`src/rtl/wavelet_fir_mac_if.sv`:
```
// ---------------------------------------------------------------------------
// wavelet_fir_mac_if
//   Handshake and data bundle for one wavelet FIR channel.
//
//   Signals (named from the filter's point of view):
//     i_sample        signed input sample
//     i_sample_valid  sample offered this cycle
//     i_coeffs        packed signed coefficients, tap k at [k*COEFF_WIDTH +: COEFF_WIDTH]
//     o_ready         filter idle, next offered sample will be accepted
//     o_truncated     signed, shifted and saturated filter result
//     o_valid         one-cycle pulse when o_truncated updates
//     o_busy          filter is running its multiply-accumulate
//     o_dropped       one-cycle pulse for a sample offered while busy
//
//   Modports:
//     master  sample source / result consumer (drives i_*)
//     slave   the filter itself (drives o_*)
// ---------------------------------------------------------------------------
interface wavelet_fir_mac_if #(
  parameter int NUM_TAPS       = 8,
  parameter int SAMPLE_WIDTH   = 8,
  parameter int COEFF_WIDTH    = 8,
  parameter int SUM_TRUNCATION = 8
);

  logic signed [SAMPLE_WIDTH-1:0]         i_sample;
  logic                                   i_sample_valid;
  logic        [NUM_TAPS*COEFF_WIDTH-1:0] i_coeffs;
  logic                                   o_ready;
  logic signed [SUM_TRUNCATION-1:0]       o_truncated;
  logic                                   o_valid;
  logic                                   o_busy;
  logic                                   o_dropped;

  modport master (
    output i_sample,
    output i_sample_valid,
    output i_coeffs,
    input  o_ready,
    input  o_truncated,
    input  o_valid,
    input  o_busy,
    input  o_dropped
  );

  modport slave (
    input  i_sample,
    input  i_sample_valid,
    input  i_coeffs,
    output o_ready,
    output o_truncated,
    output o_valid,
    output o_busy,
    output o_dropped
  );

endinterface

```
`src/rtl/wavelet_fir_mac.sv`:
```
// ---------------------------------------------------------------------------
// wavelet_fir_mac
//   One wavelet filter channel. Each accepted sample is pushed into a
//   NUM_TAPS-deep delay line and the coefficient set is captured. The filter
//   then walks the taps one per cycle, accumulating c[k]*x[k] at full
//   precision, and finally arithmetic-shifts the sum right by OUT_SHIFT and
//   saturates it to SUM_TRUNCATION signed bits.
//
//   Timing: accept edge E0, MAC edges E1..E(NUM_TAPS); the result and its
//   o_valid pulse appear after E(NUM_TAPS). The next sample can be accepted
//   at E(NUM_TAPS+1).
//
//   Ports:
//     clk   clock, everything on the rising edge
//     rst   synchronous reset, active low; aborts any running MAC silently
//     bus   wavelet_fir_mac_if.slave (sample/coeff inputs, result/status outputs)
// ---------------------------------------------------------------------------
module wavelet_fir_mac #(
  parameter int NUM_TAPS       = 8,
  parameter int SAMPLE_WIDTH   = 8,
  parameter int COEFF_WIDTH    = 8,
  parameter int SUM_TRUNCATION = 8,
  parameter int OUT_SHIFT      = 8
) (
  input  logic              clk,
  input  logic              rst,
  wavelet_fir_mac_if.slave  bus
);

  // -------------------------------------------------------------------------
  // Derived widths
  // -------------------------------------------------------------------------
  localparam int PROD_W = SAMPLE_WIDTH + COEFF_WIDTH;
  // clog2(NUM_TAPS) guard bits: a sum of NUM_TAPS full-scale products fits.
  localparam int ACC_W  = PROD_W + $clog2(NUM_TAPS);
  localparam int IDX_W  = $clog2(NUM_TAPS);

  localparam logic [IDX_W-1:0] LAST_IDX = IDX_W'(NUM_TAPS - 1);

  // Saturation bounds expressed at accumulator width so the comparison is a
  // plain signed compare against the shifted sum.
  localparam logic signed [ACC_W-1:0] SAT_MAX =
    $signed({{(ACC_W-SUM_TRUNCATION+1){1'b0}}, {(SUM_TRUNCATION-1){1'b1}}});
  localparam logic signed [ACC_W-1:0] SAT_MIN =
    $signed({{(ACC_W-SUM_TRUNCATION+1){1'b1}}, {(SUM_TRUNCATION-1){1'b0}}});

  // -------------------------------------------------------------------------
  // FSM
  // -------------------------------------------------------------------------
  typedef enum logic [0:0] {
    IDLE = 1'b0,
    MAC  = 1'b1
  } state_t;

  state_t state_reg;
  state_t state_next;

  // -------------------------------------------------------------------------
  // Datapath state
  // -------------------------------------------------------------------------
  logic signed [SAMPLE_WIDTH-1:0]   x_reg     [NUM_TAPS];
  logic signed [COEFF_WIDTH-1:0]    coeff_reg [NUM_TAPS];
  logic signed [ACC_W-1:0]          acc_reg;
  logic        [IDX_W-1:0]          idx_reg;
  logic signed [SUM_TRUNCATION-1:0] trunc_reg;
  logic                             valid_reg;
  logic                             dropped_reg;

  // Combinational helpers
  logic signed [SAMPLE_WIDTH-1:0]   x_shift  [NUM_TAPS];
  logic signed [COEFF_WIDTH-1:0]    coeff_in [NUM_TAPS];
  logic signed [SAMPLE_WIDTH-1:0]   x_tap;
  logic signed [COEFF_WIDTH-1:0]    c_tap;
  logic signed [PROD_W-1:0]         x_ext;
  logic signed [PROD_W-1:0]         c_ext;
  logic signed [PROD_W-1:0]         product;
  logic signed [ACC_W-1:0]          acc_sum;
  logic signed [ACC_W-1:0]          shifted;
  logic signed [SUM_TRUNCATION-1:0] sat_result;
  logic                             accept;
  logic                             last_tap;

  assign accept   = (state_reg == IDLE) && bus.i_sample_valid;
  assign last_tap = (state_reg == MAC) && (idx_reg == LAST_IDX);

  // -------------------------------------------------------------------------
  // Delay-line shift pattern and coefficient unpacking
  // -------------------------------------------------------------------------
  assign x_shift[0] = bus.i_sample;

  for (genvar gi = 1; gi < NUM_TAPS; gi++) begin : g_shift
    assign x_shift[gi] = x_reg[gi-1];
  end

  for (genvar gi = 0; gi < NUM_TAPS; gi++) begin : g_coeff
    assign coeff_in[gi] = $signed(bus.i_coeffs[gi*COEFF_WIDTH +: COEFF_WIDTH]);
  end

  // -------------------------------------------------------------------------
  // Multiply-accumulate for the current tap
  // -------------------------------------------------------------------------
  assign x_tap = x_reg[idx_reg];
  assign c_tap = coeff_reg[idx_reg];

  // Both operands sign-extended to the full product width before multiplying.
  assign x_ext   = $signed({{COEFF_WIDTH{x_tap[SAMPLE_WIDTH-1]}}, x_tap});
  assign c_ext   = $signed({{SAMPLE_WIDTH{c_tap[COEFF_WIDTH-1]}}, c_tap});
  assign product = x_ext * c_ext;

  assign acc_sum = acc_reg
                 + $signed({{(ACC_W-PROD_W){product[PROD_W-1]}}, product});

  // Arithmetic shift: floors toward -inf for negative sums.
  assign shifted = acc_sum >>> OUT_SHIFT;

  always_comb begin
    sat_result = shifted[SUM_TRUNCATION-1:0];
    if (shifted > SAT_MAX) begin
      sat_result = SAT_MAX[SUM_TRUNCATION-1:0];
    end else if (shifted < SAT_MIN) begin
      sat_result = SAT_MIN[SUM_TRUNCATION-1:0];
    end
  end

  // -------------------------------------------------------------------------
  // FSM: state register
  // -------------------------------------------------------------------------
  always_ff @(posedge clk) begin
    if (!rst) begin
      state_reg <= IDLE;
    end else begin
      state_reg <= state_next;
    end
  end

  // -------------------------------------------------------------------------
  // FSM: next-state logic
  // -------------------------------------------------------------------------
  always_comb begin
    state_next = state_reg;
    case (state_reg)
      IDLE: begin
        if (bus.i_sample_valid) begin
          state_next = MAC;
        end
      end
      MAC: begin
        if (idx_reg == LAST_IDX) begin
          state_next = IDLE;
        end
      end
      default: state_next = IDLE;
    endcase
  end

  // -------------------------------------------------------------------------
  // FSM: outputs decoded from state
  // -------------------------------------------------------------------------
  always_comb begin
    bus.o_ready = 1'b0;
    bus.o_busy  = 1'b0;
    case (state_reg)
      IDLE:    bus.o_ready = 1'b1;
      MAC:     bus.o_busy  = 1'b1;
      default: bus.o_ready = 1'b0;
    endcase
  end

  // -------------------------------------------------------------------------
  // Delay line and coefficient capture: both only move on an accept, so a
  // sample offered while busy and any coefficient change during MAC are
  // invisible to the running computation.
  // -------------------------------------------------------------------------
  always_ff @(posedge clk) begin
    if (!rst) begin
      for (int k = 0; k < NUM_TAPS; k++) begin
        x_reg[k]     <= '0;
        coeff_reg[k] <= '0;
      end
    end else if (accept) begin
      x_reg     <= x_shift;
      coeff_reg <= coeff_in;
    end
  end

  // -------------------------------------------------------------------------
  // Accumulator, tap index, result register and status pulses
  // -------------------------------------------------------------------------
  always_ff @(posedge clk) begin
    if (!rst) begin
      acc_reg     <= '0;
      idx_reg     <= '0;
      trunc_reg   <= '0;
      valid_reg   <= 1'b0;
      dropped_reg <= 1'b0;
    end else begin
      valid_reg   <= 1'b0;
      dropped_reg <= (state_reg == MAC) && bus.i_sample_valid;

      if (accept) begin
        acc_reg <= '0;
        idx_reg <= '0;
      end else if (state_reg == MAC) begin
        acc_reg <= acc_sum;
        if (last_tap) begin
          // Result includes the final product, hence acc_sum not acc_reg.
          idx_reg   <= '0;
          trunc_reg <= sat_result;
          valid_reg <= 1'b1;
        end else begin
          idx_reg <= idx_reg + 1'b1;
        end
      end
    end
  end

  assign bus.o_truncated = trunc_reg;
  assign bus.o_valid     = valid_reg;
  assign bus.o_dropped   = dropped_reg;

endmodule

```
`src/flat_wrapper.sv`:
```
// flat-port wrapper written by rule: the top's interface ports become plain ports
module wavelet_fir_mac_flat 
#(
  parameter int NUM_TAPS       = 8,
  parameter int SAMPLE_WIDTH   = 8,
  parameter int COEFF_WIDTH    = 8,
  parameter int SUM_TRUNCATION = 8,
  parameter int OUT_SHIFT      = 8
)
  (clk, rst, bus_i_sample, bus_i_sample_valid, bus_i_coeffs, bus_o_ready, bus_o_truncated, bus_o_valid, bus_o_busy, bus_o_dropped);
  wavelet_fir_mac_if #(.NUM_TAPS(NUM_TAPS), .SAMPLE_WIDTH(SAMPLE_WIDTH), .COEFF_WIDTH(COEFF_WIDTH), .SUM_TRUNCATION(SUM_TRUNCATION)) bus_i ();
  input  logic clk;
  input  logic rst;
  input wire logic [$bits(bus_i.i_sample)-1:0] bus_i_sample;
  input wire logic [$bits(bus_i.i_sample_valid)-1:0] bus_i_sample_valid;
  input wire logic [$bits(bus_i.i_coeffs)-1:0] bus_i_coeffs;
  output wire logic [$bits(bus_i.o_ready)-1:0] bus_o_ready;
  output wire logic [$bits(bus_i.o_truncated)-1:0] bus_o_truncated;
  output wire logic [$bits(bus_i.o_valid)-1:0] bus_o_valid;
  output wire logic [$bits(bus_i.o_busy)-1:0] bus_o_busy;
  output wire logic [$bits(bus_i.o_dropped)-1:0] bus_o_dropped;
  assign bus_i.i_sample = bus_i_sample;
  assign bus_i.i_sample_valid = bus_i_sample_valid;
  assign bus_i.i_coeffs = bus_i_coeffs;
  assign bus_o_ready = bus_i.o_ready;
  assign bus_o_truncated = bus_i.o_truncated;
  assign bus_o_valid = bus_i.o_valid;
  assign bus_o_busy = bus_i.o_busy;
  assign bus_o_dropped = bus_i.o_dropped;
  wavelet_fir_mac #(.NUM_TAPS(NUM_TAPS), .SAMPLE_WIDTH(SAMPLE_WIDTH), .COEFF_WIDTH(COEFF_WIDTH), .SUM_TRUNCATION(SUM_TRUNCATION), .OUT_SHIFT(OUT_SHIFT)) u_core (.clk(clk), .rst(rst), .bus(bus_i));
endmodule
```
`config.mk`:
```
export PLATFORM = sky130hd
export DESIGN_NAME = wavelet_fir_mac_flat
export DESIGN_NICKNAME = d
export VERILOG_FILES = /design/src/rtl/wavelet_fir_mac_if.sv /design/src/rtl/wavelet_fir_mac.sv /design/src/flat_wrapper.sv
export SDC_FILE = /design/constraint.sdc
export NUM_CORES = 1
export LEC_CHECK = 0
export ABC_AREA = 1
export CORE_MARGIN = 8
export CORE_UTILIZATION = 45
export CTS_BUF_LIST = sky130_fd_sc_hd__clkbuf_8
export CTS_CLUSTER_SIZE = 10
export DETAILED_ROUTE_END_ITERATION = 6
export PLACE_DENSITY = 0.61
export SYNTH_ARGS = -nofsm -noshare
export SYNTH_HDL_FRONTEND = slang
export SYNTH_SLANG_ARGS = --single-unit
```
`constraint.sdc`:
```
create_clock -name clk -period 7.5 [get_ports clk]
set_clock_uncertainty 0.05 [all_clocks]
set_input_delay 0.75 -clock clk [delete_from_list [all_inputs] [get_ports clk]]
set_output_delay 0.75 -clock clk [all_outputs]
set_load 0.005 [all_outputs]
```
==> metrics.txt <==
# TYPE chip_impl_metric gauge
chip_impl_metric{name="row_count",unit=""} 56
chip_impl_metric{name="setup_violations",unit=""} 0
chip_impl_info{name="worstHoldEndpoint",value="u_core.acc_reg[0]$_SDFFE_PP0P_"} 1
chip_impl_info{name="outcome",value="finished, final reports clean"} 1
chip_impl_metric{name="worst-r2r-setup-slack",unit="ns"} 0.95
chip_impl_metric{name="post_synth_inst_count",unit=""} 1408
chip_impl_metric{name="initialDrtViolationCount",unit=""} 682
chip_impl_metric{name="synthesis.area_per_instance",unit="µm²"} 7.44
chip_impl_info{name="setup.worst_path.class",value="reg -> reg"} 1
chip_impl_metric{name="post-cts-setup-buffer-count",unit=""} 0
chip_impl_metric{name="grt_overall_usage",unit="%"} 19.3
chip_impl_metric{name="finalWeightedCongestion",unit=""} 0.881
chip_impl_info{name="cts.root.buffer_cell",value="clkbuf_8"} 1
chip_impl_info{name="launch_point_of_the_worst_hold_path",value="u_core.acc_reg[0]$_SDFFE_PP0P_"} 1
chip_impl_metric{name="max-clock-path-buffers",unit=""} 2
chip_impl_metric{name="insertion_delay",unit="ns"} 0.47
chip_impl_metric{name="post_cts.resized_instances",unit=""} 0
chip_impl_metric{name="finalHoldViolCount",unit=""} 0
chip_impl_metric{name="drcViolationCount",unit=""} 0
chip_impl_metric{name="p_leak",unit="nW"} 5.70
chip_impl_metric{name="synth.lib_cells_used.distinct",unit=""} 39
chip_impl_metric{name="ioPinCount",unit=""} 87
chip_impl_metric{name="grt.overflow.total",unit=""} 0
chip_impl_metric{name="vias",unit=""} 8792
chip_impl_info{name="worstReg2RegStart",value="u_core.idx_reg[1]$_SDFFE_PP0P_"} 1
chip_impl_info{name="timing.hold.worst.class",value="reg -> reg"} 1
chip_impl_info{name="final_common_cell",value="nor2_1"} 1
chip_impl_metric{name="grt_first_pass_wirelength",unit="µm"} 45000
chip_impl_metric{name="numCtsBuffers",unit=""} 17
chip_impl_info{name="tritoncts",value="built"} 1
chip_impl_metric{name="placed_cells_incl_taps",unit=""} 1751
chip_impl_metric{name="maxSlewViolCount",unit=""} 0
chip_impl_metric{name="port_buffers",unit=""} 86
chip_impl_metric{name="initial_antenna_violation_count",unit=""} 0
chip_impl_metric{name="syn2layout_area_growth",unit="%"} 13.5
chip_impl_metric{name="grt_pass1_vias",unit=""} 8608
chip_impl_metric{name="coreArea",unit="mm²"} 0.0232
chip_impl_metric{name="layoutNonFillerInstCount",unit=""} 1783
chip_impl_metric{name="max_freq",unit="MHz"} 153
chip_impl_metric{name="maxSlewHeadroom",unit="%"} 25.7
chip_impl_metric{name="area_of_the_mapped_netlist",unit="mm²"} 0.0105
chip_impl_metric{name="critical_path_peak_fanout",unit=""} 43
chip_impl_metric{name="cap_violations",unit=""} 0
chip_impl_info{name="worst_r2r_endpoint",value="u_core.bus.o_truncated[3]$_SDFFE_PN0P_"} 1
chip_impl_info{name="critPathCaptureType",value="register"} 1
chip_impl_info{name="worstSetupStartpointType",value="register"} 1
chip_impl_metric{name="synth.ff_latch_count",unit=""} 161
chip_impl_metric{name="initial_utilization",unit="%"} 45.2
chip_impl_metric{name="antenna_cells",unit=""} 0
chip_impl_metric{name="final_hpwl_dp",unit="µm"} 18900
chip_impl_info{name="crit_slowest_cell",value="dfxtp_2"} 1
chip_impl_metric{name="cp.arrival",unit="ns"} 6.89
chip_impl_metric{name="numClockSinks",unit=""} 161
chip_impl_metric{name="total_nets_after_synthesis",unit=""} 1613
chip_impl_metric{name="finalWirelength",unit="µm"} 26700
chip_impl_metric{name="layout-drive-gt1-share",unit="%"} 5.67
chip_impl_metric{name="drt_first_pass_iters",unit=""} 5
chip_impl_metric{name="worst-r2r-cell-count",unit=""} 26
chip_impl_metric{name="postRouteAntennaNets",unit=""} 0
chip_impl_metric{name="cts_htree_levels",unit=""} 4
chip_impl_metric{name="crit_path_max_incr_delay",unit="ns"} 0.87
chip_impl_info{name="grt_setup_unrepaired",value="false"} 1
chip_impl_metric{name="via_density_per_instance",unit=""} 4.93
chip_impl_metric{name="min_period",unit="ns"} 6.55
chip_impl_metric{name="power_density",unit="mW/mm²"} 267
chip_impl_metric{name="post_drt_wl_per_cell",unit="µm"} 14.9
chip_impl_metric{name="worst_ep_required_time",unit="ns"} 7.84
chip_impl_metric{name="sequential_area_share_after_synthesis",unit="%"} 30.8
chip_impl_metric{name="maximum_number_of_pins_on_one_net_before_global_route_repair",unit=""} 129
chip_impl_metric{name="totalNegativeSetupSlack",unit="ns"} 0
chip_impl_metric{name="worst_pin_slew",unit="ns"} 1.11
chip_impl_metric{name="total_of_warnings_raised_by_yosys",unit=""} 0
chip_impl_info{name="final_cell_mix",value="419 x nor2_1, 178 x o21ai_0, 171 x inv_1"} 1
chip_impl_metric{name="die-area",unit="mm²"} 0.0284
chip_impl_metric{name="period_share",unit="%"} 87.4
chip_impl_metric{name="min_delay_path_depth",unit=""} 2
chip_impl_metric{name="ir_drop",unit="mV"} 0.158
chip_impl_metric{name="holdBufCountCts",unit=""} 0
chip_impl_metric{name="die-width",unit="µm"} 169
chip_impl_info{name="cp_common_cell",value="nand2_1"} 1
chip_impl_metric{name="clk_pin_slew_worst_paths",unit="ns"} 0.09
chip_impl_metric{name="chipHeight",unit="µm"} 169
chip_impl_metric{name="finalNetCount",unit=""} 1656
## cells in the mapped netlist (all sizes together)
master	number	area [µm²]
a21oi	29	145
buf	30	200
clkbuf	42	158
dfxtp	161	3220
fa	84	1680
ha	46	576
inv	185	699
mux2i	4	40.0
nand2	131	497
nand3	21	110
nand3b	1	7.51
nand4	3	18.8
nor2	421	1590
nor3	2	10.0
o211ai	2	15.0
o21a	1	7.51
o21ai	196	1050
o21bai	1	7.51
o22ai	4	45.0
o32ai	28	268
or2	2	12.5
xnor2	5	43.8
xor2	9	78.8
## report_power, final
group	internal, W	switching (W)	leakage, nW	total, W
Combinational	0.000544	0.000945	4.15	0.00149
Sequential	0.000924	0.0000477	1.33	0.000971
Clock	0.000341	0.000370	0.219	0.000711
## stage by stage
step	setup WS (ns)	area, µm²	power, W	hold slack, ns	util (%)
finish	0.948	11900	0.00317	0.435	51.3
global route	0.414	11900	0.00346	0.459	51.3
floorplan	1.75	10500	0.00208	0.395	-
detailed placement	0.926	11500	0.00248	0.420	49.4
global placement	1.08	11500	0.00247	0.409	49.4
CTS	0.916	11900	0.00320	0.433	51.3
## cells by family (layout without fill, tap and decap cells)
kind of cell    Yosys count  count (layout)  synth area share, %
buf+inv                 257             313                 10.1
mux                       4               4                0.382
simple gates            581             581                 21.4
fa+ha+maj               130             130                 21.5
flops                   161             161                 30.8
compound gates          261             261                 14.7
xor+xnor                 14              14                 1.17
## layer usage
metal / up-vias / wire length, µm / GRT usage, %
met5: - / 0 / 0
met4: 0 / 160 / 3.77
met3: 11 / 951 / 3.12
met2: 173 / 11500 / 29.3
met1: 4107 / 14000 / 28.5
li1: 4501 / - / -
## critical path, delay by kind of cell, from the launching register on
| family | cells | cell delay, ns |
|---|---|---|
| fa+ha+maj | 6 | 2.88 |
| compound gates | 5 | 0.69 |
| simple gates | 10 | 1.31 |
| flops | 1 | 0.87 |
| buf+inv | 5 | 0.65 |
## area by class of cell
type                       instances  area (µm²)
fill                            2342       11300
sequential                       161        3230
inverter                         185         702
clock inverter                    15         193
timing repair buffer              96         933
clock buffer                      17         234
tap                              319         399
multi-input combinational        990        6210
## worst max-delay path by stage
stage / from / to / slack, ns
2_1_floorplan: u_core.idx_reg[0]$_SDFFE_PP0P_ / u_core.acc_reg[13]$_SDFFE_PP0P_ / 1.75
3_3_place_gp: u_core.idx_reg[1]$_SDFFE_PP0P_ / u_core.bus.o_truncated[1]$_SDFFE_PN0P_ / 1.08
3_5_place_dp: u_core.idx_reg[1]$_SDFFE_PP0P_ / u_core.bus.o_truncated[4]$_SDFFE_PN0P_ / 0.93
4_1_cts: u_core.idx_reg[1]$_SDFFE_PP0P_ / u_core.bus.o_truncated[4]$_SDFFE_PN0P_ / 0.92
5_1_grt: u_core.idx_reg[1]$_SDFFE_PP0P_ / u_core.bus.o_truncated[3]$_SDFFE_PN0P_ / 0.41
6_report: u_core.idx_reg[1]$_SDFFE_PP0P_ / u_core.bus.o_truncated[3]$_SDFFE_PN0P_ / 0.95
No activity file was read; power rests on OpenSTA's default activity.
